<file path="config.mk">
export PLATFORM = sky130hd
export DESIGN_NAME = uart_rx_fifo
export DESIGN_NICKNAME = d
export VERILOG_FILES = /design/src/rtl/uart_rx_fifo.sv
export SDC_FILE = /design/constraint.sdc
export NUM_CORES = 1
export LEC_CHECK = 0
export ABC_AREA = 1
export CORE_ASPECT_RATIO = 1.1
export CORE_MARGIN = 3
export CORE_UTILIZATION = 64
export DETAILED_ROUTE_END_ITERATION = 8
export GPL_TIMING_DRIVEN = 0
export PLACE_DENSITY = 0.87
export SYNTH_ARGS = -nofsm -noshare
export SYNTH_HDL_FRONTEND = slang
export SYNTH_SLANG_ARGS = --single-unit
</file>
<file path="constraint.sdc">
create_clock -name clk50m -period 7.5 [get_ports clk50m]
set_input_delay 1.125 -clock clk50m [delete_from_list [all_inputs] [get_ports clk50m]]
set_output_delay 1.125 -clock clk50m [all_outputs]
set_load 0.005 [all_outputs]
</file>
<file path="src/rtl/uart_rx_fifo.sv">
// Receive FIFO behind the UART receiver: edge-detects rx_ready, buffers bytes, FWFT read port.
// Optional UART_RX_FIFO_ERRBIT_EN stores error frames with a per-entry error bit and adds rd_err.
module uart_rx_fifo #(
    parameter int DEPTH = 16,
    localparam int AW   = $clog2(DEPTH)
) (
    input  logic          clk50m,
    input  logic          rst_n,
    input  logic [7:0]    rx_data,
    input  logic          rx_ready,
    input  logic          rx_error,
    input  logic          rd_en,
    output logic [7:0]    rd_data,
    output logic          rd_valid,
`ifdef UART_RX_FIFO_ERRBIT_EN
    output logic          rd_err,
`endif
    output logic [AW:0]   fill,
    output logic          full,
    output logic          overflow,
    input  logic          ovf_clr,
    output logic [7:0]    err_cnt
);

`ifdef UART_RX_FIFO_ERRBIT_EN
    localparam int EW = 9;
`else
    localparam int EW = 8;
`endif
    localparam logic [AW:0] PTR_ONE = {{AW{1'b0}}, 1'b1};

    logic [EW-1:0] mem_q [DEPTH];
    logic [AW:0]   wr_ptr_q, wr_ptr_d;
    logic [AW:0]   rd_ptr_q, rd_ptr_d;
    logic          rx_ready_q;
    logic          overflow_q, overflow_d;
    logic [7:0]    err_cnt_q, err_cnt_d;

    logic          wr_evt, store_frame, wr_acc, pop, ovf_set, empty;
    logic [EW-1:0] wr_entry, head;

    assign wr_evt = rx_ready & ~rx_ready_q;
    assign empty  = (wr_ptr_q == rd_ptr_q);
    assign full   = (wr_ptr_q[AW] != rd_ptr_q[AW]) &&
                    (wr_ptr_q[AW-1:0] == rd_ptr_q[AW-1:0]);
    assign pop    = rd_en & ~empty;

`ifdef UART_RX_FIFO_ERRBIT_EN
    assign store_frame = wr_evt;
    assign wr_entry    = {rx_error, rx_data};
`else
    assign store_frame = wr_evt & ~rx_error;
    assign wr_entry    = rx_data;
`endif

    // A pop in the same cycle frees the slot, so a full FIFO still accepts the byte.
    assign wr_acc  = store_frame & (~full | pop);
    assign ovf_set = wr_evt & ~rx_error & full & ~pop;

    always_comb begin
        wr_ptr_d   = wr_ptr_q;
        rd_ptr_d   = rd_ptr_q;
        overflow_d = overflow_q;
        err_cnt_d  = err_cnt_q;
        if (wr_acc) wr_ptr_d = wr_ptr_q + PTR_ONE;
        if (pop)    rd_ptr_d = rd_ptr_q + PTR_ONE;
        if (ovf_set)      overflow_d = 1'b1;
        else if (ovf_clr) overflow_d = 1'b0;
        if (wr_evt && rx_error && (err_cnt_q != 8'hFF))
            err_cnt_d = err_cnt_q + 8'd1;
    end

    // rx_ready_q resets high so a flag already asserted at reset release is ignored.
    always_ff @(posedge clk50m or negedge rst_n) begin
        if (!rst_n) begin
            wr_ptr_q   <= '0;
            rd_ptr_q   <= '0;
            rx_ready_q <= 1'b1;
            overflow_q <= 1'b0;
            err_cnt_q  <= '0;
        end else begin
            wr_ptr_q   <= wr_ptr_d;
            rd_ptr_q   <= rd_ptr_d;
            rx_ready_q <= rx_ready;
            overflow_q <= overflow_d;
            err_cnt_q  <= err_cnt_d;
        end
    end

    always_ff @(posedge clk50m) begin
        if (wr_acc) mem_q[wr_ptr_q[AW-1:0]] <= wr_entry;
    end

    assign head     = mem_q[rd_ptr_q[AW-1:0]];
    assign rd_data  = head[7:0];
`ifdef UART_RX_FIFO_ERRBIT_EN
    assign rd_err   = head[8];
`endif
    assign rd_valid = ~empty;
    assign fill     = wr_ptr_q - rd_ptr_q;
    assign overflow = overflow_q;
    assign err_cnt  = err_cnt_q;

endmodule

</file>
==> metrics.md <==
| Metric | Value |
|---|---|
| CP required | 6380 ps |
| Die width | 105 um |
| Mapped Area | 0.00693 mm^2 |
| First-pass GRT wire length | 27400 um |
| Synth warn | 0 |
| Reg clk slew, reported paths | 60 ps |
| Synth top area share | 55.5% |
| Initial antenna violation count | 0 |
| H-tree levels | 4 |
| I/O pin total | 38 |
| Vias per cell | 5.71 |
| Clock root cell | clkbuf_16 |
| Initial core utilization | 66.0% |
| Crit path DAT | 2880 ps |
| R2R depth | 10 |
| Slowest CP cell | clkdlybuf4s50_1 |
| Sink Count | 148 |
| Most frequent cells in the layout | 258 x nand2_1, 139 x inv_1, 128 x edfxtp_1 |
| DRC viols | 0 |
| Synth cell types | 24 |
| Initial DRC Count | 716 |
| CP max stage delay | 530 ps |
| Mapped Cells | 736 |
| Seq/Total Area, Yosys | 62.7% |
| Layout cells sized above 1 | 6.96% |
| Final ANT Viol Nets | 0 |
| Avg Inst Size Synth | 9.41 um^2 |
| Power Density | 378 mW/mm^2 |
| Buffers from clock root to sink, at most | 2 |
| Vias in the first global route | 5435 |
| Final Critical Period | 4010 ps |
| Period utilization | 53.4% |
| Maximum VDD drop | 0.400 mV |
| CP Depth | 8 |
| Syn_nets | 761 |
| Vert. Die Dim | 115 um |
| CTS tree | yes |
| R2r setup slk | 4290 ps |
| Pin count of the biggest net entering global routing | 21 |
| Area grow syn2layout | 17.3% |
| CP Launch Type | flop |
| CP Capture Type | output pin |
| Max frequency | 250 MHz |
| RR Endpoint | mem_q[5][6] |
| Setup crit end | fill[4] |
| TNS Setup | 0 ps |
| CP max FO | 11 |
| Outcome | complete, no violations |
| CTS Hold Buffers Added | 0 |
| Fill count | 619 |
| Worst r2r src | rd_ptr_q[1] |
| Clock Latency Late Sink | 420 ps |
| CTS resizes | 0 |
| Iteration count of the initial detailed-routing pass | 6 |
| Maximum capacitance violations | 0 |
| Headroom to the max-slew limit | 36.5% |
| Top cells by area, synth | edfxtp_1 55%, nand2_1 14%, inv_1 7.5% |
| Fin. max-slew vios | 0 |
| Worst hold path type | flop to flop |
| Commonest non-fill, non-tap cell in the layout | nand2_1 |
| Least-Margin Pin Slew | 950 ps |
| Cell taking the most area after synthesis | edfxtp_1 |
| Die ar. | 0.0121 mm^2 |
| Top delay family on crit path | buffers and inverters |
| Gr usage total | 30.0% |
| CP startpoint | rd_ptr_q[1] |
| Flops & latches, synth | 148 |
| Core Area | 0.0105 mm^2 |
| CTS Buf Count | 17 |
| Final Util | 77.5% |
| Rows | 39 |
| Nets@finish | 817 |
| CP Cell Sequence | buf_2 > inv_2 > clkbuf_1 > fa_1 > nand3_1 > nand2_1 > xor2_1 > clkdlybuf4s50_1 |
| GP Congestion | 0.875 |
| Final hold viol count | 0 |
| LEAKAGE | 3.68 nW |
| Global route total overflow | 0 |
| Total routed wirelength | 17300 um |
| Post-CTS Setup Bufs | 0 |
| RSZ-0062 raised after global routing | no |
| Port Buffers | 37 |
| Routed len/inst | 18.2 um |
| WS Path Type | flop to output pin |
| Worst Skew | 6.95 ps |
| Post-DP HPWL | 10800 um |
| Vias | 5412 |
| CP Buf/Inv Count | 4 |
| Final Setup Violations | 0 |
| Ant. Diodes | 0 |
[cells in the mapped netlist (all sizes together)]
library cell	count
a21oi	3
buf	19
clkbuf	7
clkinv	2
dfrtp	19
dfstp	1
edfxtp	128
fa	1
ha	10
inv	140
nand2	260
nand3	94
nand3b	3
nor2	25
nor3	1
o21ai	7
xnor2	5
xor2	11
[worst register-to-register path, stage by stage (launching register included)]
cell      delay, ps
dfrtp_1         390
buf_2           180
inv_2           130
clkbuf_1        520
ha_1            370
nand2_1          80
nor2_2           60
nand3_2         130
nand2_2          90
buf_4           200
nor2_1          670
[how the worst min path moves through the flow]
stage,to,start,cells past startpoint
after CTS,err_cnt[0],err_cnt[0],1
after detailed placement,err_cnt[0],err_cnt[0],1
after global routing,err_cnt[0],err_cnt[0],1
final,err_cnt[0],err_cnt[0],1
after global placement,err_cnt[0],err_cnt[0],1
after floorplan,err_cnt[0],err_cnt[0],1
[state kept, by name (all words and copies together) (netlist names)]
name / flops
err_cnt: 8
mem_q: 128
overflow: 1
rd_ptr_q: 5
rx_ready_q: 1
wr_ptr_q: 5
[through the flow]
step / worst slack [ps] / std cells / hold WS (ps) / area [um^2] / total power [mW]
2_1_floorplan: 4880 / 736 / 513 / 6930 / 1.65
3_3_place_gp: 4090 / 916 / 512 / 7480 / 2.06
3_5_place_dp: 4000 / 916 / 526 / 7480 / 2.11
4_1_cts: 3540 / 948 / 534 / 8130 / 3.05
5_1_grt: 3390 / 948 / 570 / 8130 / 3.22
6_report: 3490 / 948 / 528 / 8130 / 3.08
[where the power goes]
part / total (mW) / switching, mW / internal [mW]
registers: 0.996 / 0.0495 / 0.946
clock network: 0.919 / 0.321 / 0.598
logic: 1.16 / 0.710 / 0.453
total: 3.08 / 1.08 / 2.00
[cells by family (layout without fill, tap and decap cells)]
family	count (synthesis)	count (layout)	share of synthesized area [%]
adder cells (fa/ha/maj)	11	11	2.09
flip-flops	148	148	62.7
AO/OA/AOI/OAI	10	10	0.722
buffers and inverters	168	237	9.57
AND/OR/NAND/NOR	383	383	22.9
XOR/XNOR	16	16	2.02
[metal layers]
| metal | GRT usage (%) | up-vias | routed length (um) |
|---|---|---|---|
| met5 | 0 | - | 0 |
| li1 | - | 2423 | - |
| met1 | 37.3 | 2452 | 6140 |
| met4 | 17.5 | 0 | 932 |
| met2 | 48.6 | 443 | 8080 |
| met3 | 7.02 | 94 | 2110 |
[area by class of cell]
type / count / area [um^2] / area share (%)
buffer: 26 / 130 / 1.60
clock buffer: 25 / 538 / 6.62
clock inverter: 7 / 114 / 1.40
inverter: 142 / 533 / 6.56
multi-input combinational: 420 / 1920 / 23.6
sequential: 148 / 4350 / 53.4
tap: 143 / 179 / 2.20
timing repair buffer: 37 / 370 / 4.56
No activity file was read; power rests on OpenSTA's default activity.
